$ cat src/rtl/mem_dma_copy_if.sv
// ---------------------------------------------------------------------------
// mem_dma_copy_if
//   Single-word request/ack memory bus between a DMA initiator and a memory
//   responder that signals acceptance with busy and completion with ack.
//
//   Signals:
//     mem_rd_req   initiator -> responder  read request
//     mem_wr_req   initiator -> responder  write request
//     mem_addr     initiator -> responder  word-aligned byte address
//     mem_wr_data  initiator -> responder  write data
//     mem_rd_data  responder -> initiator  read data, valid with mem_ack
//     mem_busy     responder -> initiator  request accepted, in progress
//     mem_ack      responder -> initiator  one-cycle completion pulse
// ---------------------------------------------------------------------------
interface mem_dma_copy_if;
    logic        mem_rd_req;
    logic        mem_wr_req;
    logic [31:0] mem_addr;
    logic [31:0] mem_wr_data;
    logic [31:0] mem_rd_data;
    logic        mem_busy;
    logic        mem_ack;

    modport master (
        output mem_rd_req, mem_wr_req, mem_addr, mem_wr_data,
        input  mem_rd_data, mem_busy, mem_ack
    );

    modport slave (
        input  mem_rd_req, mem_wr_req, mem_addr, mem_wr_data,
        output mem_rd_data, mem_busy, mem_ack
    );
endinterface

$ cat src/rtl/mem_dma_copy.sv
// ---------------------------------------------------------------------------
// mem_dma_copy
//   Word-copy DMA engine. Copies len 32-bit words from src_addr to dst_addr
//   with alternating single-word reads and writes on a busy/ack memory bus,
//   then pulses done. Every request and wait phase is supervised by a
//   timeout; an expired phase aborts the copy and sets a sticky error.
//
//   Ports:
//     clk, rst     clock and synchronous active-high reset
//     start        begin a copy (only accepted while idle)
//     src_addr     source byte address (bits [1:0] ignored)
//     dst_addr     destination byte address (bits [1:0] ignored)
//     len          number of words to copy
//     active       copy in progress
//     done         one-cycle pulse when the copy finishes or aborts
//     error        timeout abort flag, sticky until next accepted start
//     words_done   words fully written in the current or last copy
//     mem          memory bus, initiator side
// ---------------------------------------------------------------------------
module mem_dma_copy #(
    parameter int TIMEOUT = 64,
    parameter int LEN_W   = 16
) (
    input  logic             clk,
    input  logic             rst,
    input  logic             start,
    input  logic [31:0]      src_addr,
    input  logic [31:0]      dst_addr,
    input  logic [LEN_W-1:0] len,
    output logic             active,
    output logic             done,
    output logic             error,
    output logic [LEN_W-1:0] words_done,
    mem_dma_copy_if.master   mem
);

    localparam logic [2:0] IDLE    = 3'd0;
    localparam logic [2:0] RD_REQ  = 3'd1;
    localparam logic [2:0] RD_WAIT = 3'd2;
    localparam logic [2:0] WR_REQ  = 3'd3;
    localparam logic [2:0] WR_WAIT = 3'd4;
    localparam logic [2:0] DONE    = 3'd5;

    localparam int CNT_W = (TIMEOUT > 2) ? $clog2(TIMEOUT) : 1;

    logic [2:0]       state;
    logic [31:0]      src_q;
    logic [31:0]      dst_q;
    logic [LEN_W-1:0] len_q;
    logic [31:0]      data_q;
    logic [CNT_W-1:0] phase_cnt;

    logic in_phase;
    logic phase_exit;
    logic timeout_hit;

    assign in_phase = (state == RD_REQ) || (state == RD_WAIT) ||
                      (state == WR_REQ) || (state == WR_WAIT);

    // A request phase ends when the responder accepts (busy); a wait phase
    // ends on the completion ack. Ack outside a wait phase is ignored.
    assign phase_exit = (((state == RD_REQ)  || (state == WR_REQ))  && mem.mem_busy) ||
                        (((state == RD_WAIT) || (state == WR_WAIT)) && mem.mem_ack);

    // The counter is 0 in the first cycle of a phase; abort at the edge where
    // it would reach TIMEOUT-1, so a dead phase lasts TIMEOUT-1 cycles.
    assign timeout_hit = (phase_cnt == CNT_W'(TIMEOUT - 2));

    // NOTE: sequential state uses non-blocking assignments so every register
    // samples pre-edge values regardless of statement order.
    always_ff @(posedge clk) begin
        if (rst) begin
            state      <= IDLE;
            src_q      <= '0;
            dst_q      <= '0;
            len_q      <= '0;
            data_q     <= '0;
            phase_cnt  <= '0;
            error      <= 1'b0;
            words_done <= '0;
        end else if (in_phase && !phase_exit) begin
            if (timeout_hit) begin
                error <= 1'b1;
                state <= DONE;
            end else begin
                phase_cnt <= phase_cnt + CNT_W'(1);
            end
        end else begin
            // Every transition starts the next phase from a cleared counter.
            phase_cnt <= '0;
            case (state)
                IDLE: begin
                    if (start) begin
                        src_q      <= src_addr & 32'hFFFF_FFFC;
                        dst_q      <= dst_addr & 32'hFFFF_FFFC;
                        len_q      <= len;
                        error      <= 1'b0;
                        words_done <= '0;
                        state      <= (len == '0) ? DONE : RD_REQ;
                    end
                end
                RD_REQ:  state <= RD_WAIT;
                RD_WAIT: begin
                    data_q <= mem.mem_rd_data;
                    state  <= WR_REQ;
                end
                WR_REQ:  state <= WR_WAIT;
                WR_WAIT: begin
                    words_done <= words_done + LEN_W'(1);
                    src_q      <= src_q + 32'd4;
                    dst_q      <= dst_q + 32'd4;
                    state      <= (words_done + LEN_W'(1) == len_q) ? DONE : RD_REQ;
                end
                DONE:    state <= IDLE;
                default: state <= IDLE;
            endcase
        end
    end

    // NOTE: every output gets a default before the case so no path infers
    // a latch.
    always_comb begin
        mem.mem_rd_req  = 1'b0;
        mem.mem_wr_req  = 1'b0;
        mem.mem_addr    = '0;
        mem.mem_wr_data = '0;
        case (state)
            RD_REQ: begin
                mem.mem_rd_req = 1'b1;
                mem.mem_addr   = src_q;
            end
            WR_REQ: begin
                mem.mem_wr_req  = 1'b1;
                mem.mem_addr    = dst_q;
                mem.mem_wr_data = data_q;
            end
            default: ;
        endcase
    end

    assign active = in_phase;
    assign done   = (state == DONE);

endmodule

$ cat src/flat_wrapper.sv
// flat-port wrapper written by rule: the top's interface ports become plain ports
module mem_dma_copy_flat 
#(
    parameter int TIMEOUT = 64,
    parameter int LEN_W   = 16
)
  (clk, rst, start, src_addr, dst_addr, len, active, done, error, words_done, mem_mem_rd_req, mem_mem_wr_req, mem_mem_addr, mem_mem_wr_data, mem_mem_rd_data, mem_mem_busy, mem_mem_ack);
  mem_dma_copy_if mem_i ();
  input  logic clk;
  input  logic rst;
  input  logic start;
  input  logic [31:0] src_addr;
  input  logic [31:0] dst_addr;
  input  logic [LEN_W-1:0] len;
  output logic active;
  output logic done;
  output logic error;
  output logic [LEN_W-1:0] words_done;
  output wire logic [$bits(mem_i.mem_rd_req)-1:0] mem_mem_rd_req;
  output wire logic [$bits(mem_i.mem_wr_req)-1:0] mem_mem_wr_req;
  output wire logic [$bits(mem_i.mem_addr)-1:0] mem_mem_addr;
  output wire logic [$bits(mem_i.mem_wr_data)-1:0] mem_mem_wr_data;
  input wire logic [$bits(mem_i.mem_rd_data)-1:0] mem_mem_rd_data;
  input wire logic [$bits(mem_i.mem_busy)-1:0] mem_mem_busy;
  input wire logic [$bits(mem_i.mem_ack)-1:0] mem_mem_ack;
  assign mem_mem_rd_req = mem_i.mem_rd_req;
  assign mem_mem_wr_req = mem_i.mem_wr_req;
  assign mem_mem_addr = mem_i.mem_addr;
  assign mem_mem_wr_data = mem_i.mem_wr_data;
  assign mem_i.mem_rd_data = mem_mem_rd_data;
  assign mem_i.mem_busy = mem_mem_busy;
  assign mem_i.mem_ack = mem_mem_ack;
  mem_dma_copy #(.TIMEOUT(TIMEOUT), .LEN_W(LEN_W)) u_core (.clk(clk), .rst(rst), .start(start), .src_addr(src_addr), .dst_addr(dst_addr), .len(len), .active(active), .done(done), .error(error), .words_done(words_done), .mem(mem_i));
endmodule
$ cat config.mk
export PLATFORM = sky130hd
export DESIGN_NAME = mem_dma_copy_flat
export DESIGN_NICKNAME = d
export VERILOG_FILES = /design/src/rtl/mem_dma_copy_if.sv /design/src/rtl/mem_dma_copy.sv /design/src/flat_wrapper.sv
export SDC_FILE = /design/constraint.sdc
export NUM_CORES = 1
export LEC_CHECK = 0
export ABC_AREA = 1
export CAP_MARGIN = 15
export CORE_MARGIN = 3
export CORE_UTILIZATION = 50
export DETAILED_ROUTE_END_ITERATION = 10
export PLACE_DENSITY = 0.81
export RECOVER_POWER = 25
export SYNTH_ARGS = -nofsm -noshare
export SYNTH_HDL_FRONTEND = slang
export SYNTH_SLANG_ARGS = --single-unit
$ cat constraint.sdc
create_clock -name clk -period 2.5 [get_ports clk]
set_clock_uncertainty 0.05 [all_clocks]
set_input_delay 0.5 -clock clk [delete_from_list [all_inputs] [get_ports clk]]
set_output_delay 0.5 -clock clk [all_outputs]
set_load 0.05 [all_outputs]
=== Word-level counts from Yosys, hierarchy flattened ===
Cells that the tools add are included.

* Word-level logic and storage cells: 64
* Output and inout bits: 85
* Register bits after elaboration: 138

* Reductions and logical operators: 21
* Eq/ne operators: 10
* Bitwise operators: 1
* Muxes and demuxes: 20
* $add $sub $neg: 4

{| class="wikitable"
|+ Operators with widths
! operator !! number
|-
| $pmux W32 S2 || 3
|-
| $mux W32 || 3
|-
| $add A32 B3 Y32 const B || 2
|-
| $pmux W16 S2 || 1
|-
| $add A16 B1 Y16 const B || 1
|-
| $eq A16 B16 Y1 || 1
|-
| $logic_not A16 Y1 || 1
|-
| $mux W16 || 1
|-
| $mux W3 || 5
|-
| $pmux W3 S5 || 1
|-
| $reduce_and A3 Y1 || 3
|-
| $add A6 B1 Y6 const B || 1
|-
| $eq A3 B2 Y1 const B || 2
|-
| $eq A3 B3 Y1 const B || 2
|-
| $eq A6 B6 Y1 const B || 1
|-
| $logic_or A1 B1 Y1 || 6
|-
| $mux W1 || 6
|-
| $reduce_bool A2 Y1 || 3
|-
| $reduce_and A2 Y1 || 2
|-
| $eq A3 B1 Y1 const B || 1
|-
| $logic_and A1 B1 Y1 || 3
|-
| $logic_not A3 Y1 || 1
|-
| $ne A3 B2 Y1 const B || 1
|-
| $ne A2 B1 Y1 const B || 1
|-
| 4 further kinds || 4
|}

=== Logic depth before layout (Yosys ltp) ===
* Word-level depth: 8
* Mapped depth: 14
* Mapped depth without buffers: 14

=== Worst setup path before layout ===
No wires, ideal clock.

* Kind: reg2out
* From: register u_core.state[2]
* To: output mem_mem_addr[10]
* Arrival: 2642 ps
* Path buffers: 1
* Slack: -692 ps
* Data required time: 1950 ps
* Cell stages (with the launch flop): 7
* Cells stage by stage: dfxtp_1 inv_1 nand2_1 nor2_1 clkinv_1 clkbuf_1 o22ai_1

* Cells in the longest elaborated chain, start to end: 2
* Elaborated cells between the ends (all ways): 3

{| class="wikitable"
|+ Ends and longest elaborated chain
! item !! line !! source
|-
| start, declared || mem_dma_copy.sv:46 || <nowiki>logic [2:0] state;</nowiki>
|-
| start signal, assigned || mem_dma_copy.sv:99 || <nowiki>state <= (len == '0) ? DONE : RD_REQ;</nowiki>
|-
| start signal, assigned || mem_dma_copy.sv:112 || <nowiki>state <= (words_done + LEN_W'(1) == len_q) ? DONE : RD_REQ;</nowiki>
|-
| $eq A3 B2 Y1 or $eq A3 B1 Y1 (tied branches) || mem_dma_copy.sv:127 || <nowiki>case (state)</nowiki>
|-
| $pmux W32 S2 * || mem_dma_copy.sv:127 ||
|-
| end, declared || flat_wrapper.sv:21 || <nowiki>output wire logic [$bits(mem_i.mem_addr)-1:0] mem_mem_addr;</nowiki>
|}

Mark *: on every way between the ends. The rest lies on a longest branch, timed or not.

=== Worst setup path after layout ===
* From: register u_core.state[2]
* To: output mem_mem_addr[2]

The elaborated chain is that of the path after synthesis.

==> impl_metrics.json <==
{
  "grt-ovfl-total": 0,
  "power_frac_seq_pct": 29.1,
  "antenna_found_initial": 0,
  "required_ns": 1.95,
  "wl_um": 28370,
  "vias": 9576,
  "post_synth_num_cell_types": 35,
  "setup_viol": 0,
  "hpwl_um": 20550,
  "final_core_util_pct": 76.01,
  "fin_ws_ns": 0.03010,
  "worstSetupStartpoint": "u_core.state[2]$_SDFFE_PP0P_",
  "switching_share_pct": 45.89,
  "first_iter_violations": 997,
  "drt_pass1_iterations": 6,
  "via_per_inst": 5.626,
  "drive_gt1_share_pct": 13.48,
  "cpMostUsedCell": "buf_12",
  "period_share_pct": 98.80,
  "grt_pass1_vias": 8884,
  "total_leakage_power_nw": 4.335,
  "timing.rr.start": "u_core.state[1]$_SDFFE_PP0P_",
  "seq_area_um2": 2684,
  "clk_pin_slew_worst_paths_ns": 0.06,
  "synth_edf_count": 0,
  "design_power_total_mw": 12.17,
  "hold_path.class": "register to register",
  "slew_headroom_pct": 58.36,
  "cp_data_arrival_time_ns": 1.92,
  "placed_area_um2": 11170,
  "areaGrowthSynthToFinish_pct": 46.03,
  "cp_slowest_cell": "dfxtp_1",
  "syn_area_um2": 8089,
  "clockBufferDepth": 2,
  "portBuffers": 195,
  "finalSetupTns_ns": 0,
  "synth_largest_area_cell": "dfxtp_1",
  "rsz0062_at_grt": "yes",
  "p_per_area_nw_per_um2": 1030,
  "final_cell_count_no_fill": 1702,
  "grt_max_degree": 86,
  "status": "finished clean",
  "wl_per_cell_um": 16.67,
  "timing.final.hold_violations": 0,
  "startpoint_type": "register",
  "tightest_slew_ns": 0.6246,
  "clock_sinks": 134,
  "period_minus_slack_ns": 2.470,
  "fill_cells": 1222,
  "max_freq_mhz": 404.9,
  "ant_nets": 0,
  "power.internal_mw": 6.587,
  "htreeDepth": 4,
  "cts-root-buf": "clkbuf_16",
  "dieArea_um2": 17740,
  "ys_ff_latch": 134,
  "synth_flop_cell": "dfxtp_1",
  "rows": 45,
  "ys_warn_count": 0,
  "final_area_um2": 11810,
  "switchingPower_mw": 5.586,
  "io_pins": 202,
  "critPathKind": "register to output port",
  "critPathTopFamily": "buffers and inverters",
  "path_cells": "inv_1 -> nand2_2 -> nor2_4 -> clkinv_2 -> buf_12 -> o22ai_2 -> buf_12",
  "post-place-cells": 1669,
  "path_max_fanout": 29,
  "hp-start": "u_core.len_q[0]$_SDFFE_PP0P_",
  "clk_latency_ns": 0.43,
  "core_area_um2": 15540,
  "comb_power_share_pct": 49.8,
  "initial_utilization_pct": 52.05,
  "synth_area_leaders": "dfxtp_1 (33%), nand2_1 (12%), inv_1 (8.1%)",
  "maxSlewViolCount": 0,
  "crit_buf_inv": 4,
  "endpoint_kind": "output port",
  "synthCells": 1301,
  "grt_use_total_pct": 31.13,
  "ir_drop_uv": 1048,
  "die_h_um": 133.2,
  "holdWs_ns": 0.4083,
  "slowest_delay_ns": 0.36,
  "grt_pass1_wl_um": 44800,
  "max-cap-violations": 0,
  "numCtsBuffers": 17,
  "diodes": 0,
  "p_clk_share_pct": 21.1,
  "route.detailed.drc": 0,
  "yosysSeqAreaShare_pct": 33.16,
  "tritoncts": "done",
  "post-place-ws_ns": 0.1500,
  "async_reset_ff_share_pct": 0,
  "gp_congestion": 0.9763,
  "die_x_um": 133.2,
  "synth_top_area_share_pct": 33.16,
  "avgSynthCellArea_um2": 6.218,
  "multiInputGateArea_um2": 4768,
  "num-nets-final": 1600
}
power groups by stage:
stage / sequential (mW) / clock (mW) / combinational, mW
after global placement: 3.51 / 0 / 5.78
after floorplan: 3.61 / 0 / 3.83
after global routing: 3.62 / 2.68 / 6.59
final: 3.54 / 2.57 / 6.06
after CTS: 3.49 / 2.59 / 5.98
after detailed placement: 3.53 / 0 / 5.93
worst register-to-register path: stages (launching register included):
cell      delay (ns)
dfxtp_1         0.41
nor2_1          0.11
nand2_2         0.07
inv_1           0.08
nor2_1          0.24
nand2_1         0.18
nand2_2         0.18
nand2_2         0.12
inv_4           0.18
buf_4           0.27
o211ai_1        0.12
a21oi_1         0.15
metal layers:
metal	up-vias	share of wire, %	GRT usage, %
met5	-	0	0
met1	4350	42	40.54
met3	80	8.6	7.251
met2	466	46	49.80
li1	4680	-	-
met4	0	3.5	12.86
final timing paths:
path	to	slack (ns)	cells past startpoint
worst min register to register	u_core.len_q[0]$_SDFFE_PP0P_	0.41	2
worst min-delay path	u_core.len_q[0]$_SDFFE_PP0P_	0.41	2
worst max register to register	u_core.src_q[26]$_SDFFE_PP0P_	0.26	11
worst max-delay path	mem_mem_addr[2]	0.03	7
cells in the final DEF, fill, tap and decap left out, drive strengths merged:
cell	netlist	layout
bufinv	0	2
dfxtp	134	134
nand2	267	267
buf	27	88
nor3	31	31
inv	178	181
o21ai	116	116
and2	2	2
xnor3	1	1
o211ai	22	22
o21bai	1	1
a21oi	111	111
xnor2	5	5
nand4	13	13
a211oi	9	9
dlygate4sd3	0	2
o22ai	28	28
ha	5	5
a31oi	28	28
nand3	119	119
nor2	137	137
clkinvlp	0	4
nor4	6	6
clkbuf	35	26
clkdlybuf4s50	0	126
clkinv	2	2
conb	1	2
a22o	2	2
nor3b	3	3
or2	7	7
o2bb2ai	1	1
xor2	10	10
what timing repair did:
action,CTS,global route
resized for setup,2,11
setup buffers,1,0
pin swaps,1,0
hold buffers,0,0
endpoints found under the setup margin,60,152
synth_stat cells, drive strengths merged, types with 5 or more instances:
cell and count:
nor2 137, nand4 13, dfxtp 134, nand2 267, or2 7, a31oi 28
ha 5, inv 178, xnor2 5, xor2 10, nor4 6, clkbuf 35
a211oi 9, o21ai 116, nor3 31, o22ai 28, buf 27, a21oi 111
nand3 119, o211ai 22
sequential cells by signal, indices dropped and copies added (netlist names):
name               count
u_core.state           3
u_core.dst_q          30
u_core.error           1
u_core.len_q          16
u_core.data_q         32
u_core.words_done     16
u_core.phase_cnt       6
u_core.src_q          30
area by class of cell:
class	instances	area share (%)
Clock buffer	23	4.131
Clock inverter	9	0.9851
Inverter	180	5.794
Multi-Input combinational cell	926	40.37
Sequential cell	134	22.72
Tap cell	211	2.235
Timing Repair Buffer	219	23.77
cells by family (layout without fill, tap and decap cells):
group	after synthesis	after routing	share of synthesized area, %
AO/OA/AOI/OAI	318	318	21.67
XOR/XNOR	16	16	1.902
adder cells (fa/ha/maj)	5	5	0.7734
buffers and inverters	242	431	11.82
flip-flops	134	134	33.16
other	1	2	0.04636
AND/OR/NAND/NOR	585	585	30.63
(Power assumes the default switching activity.)
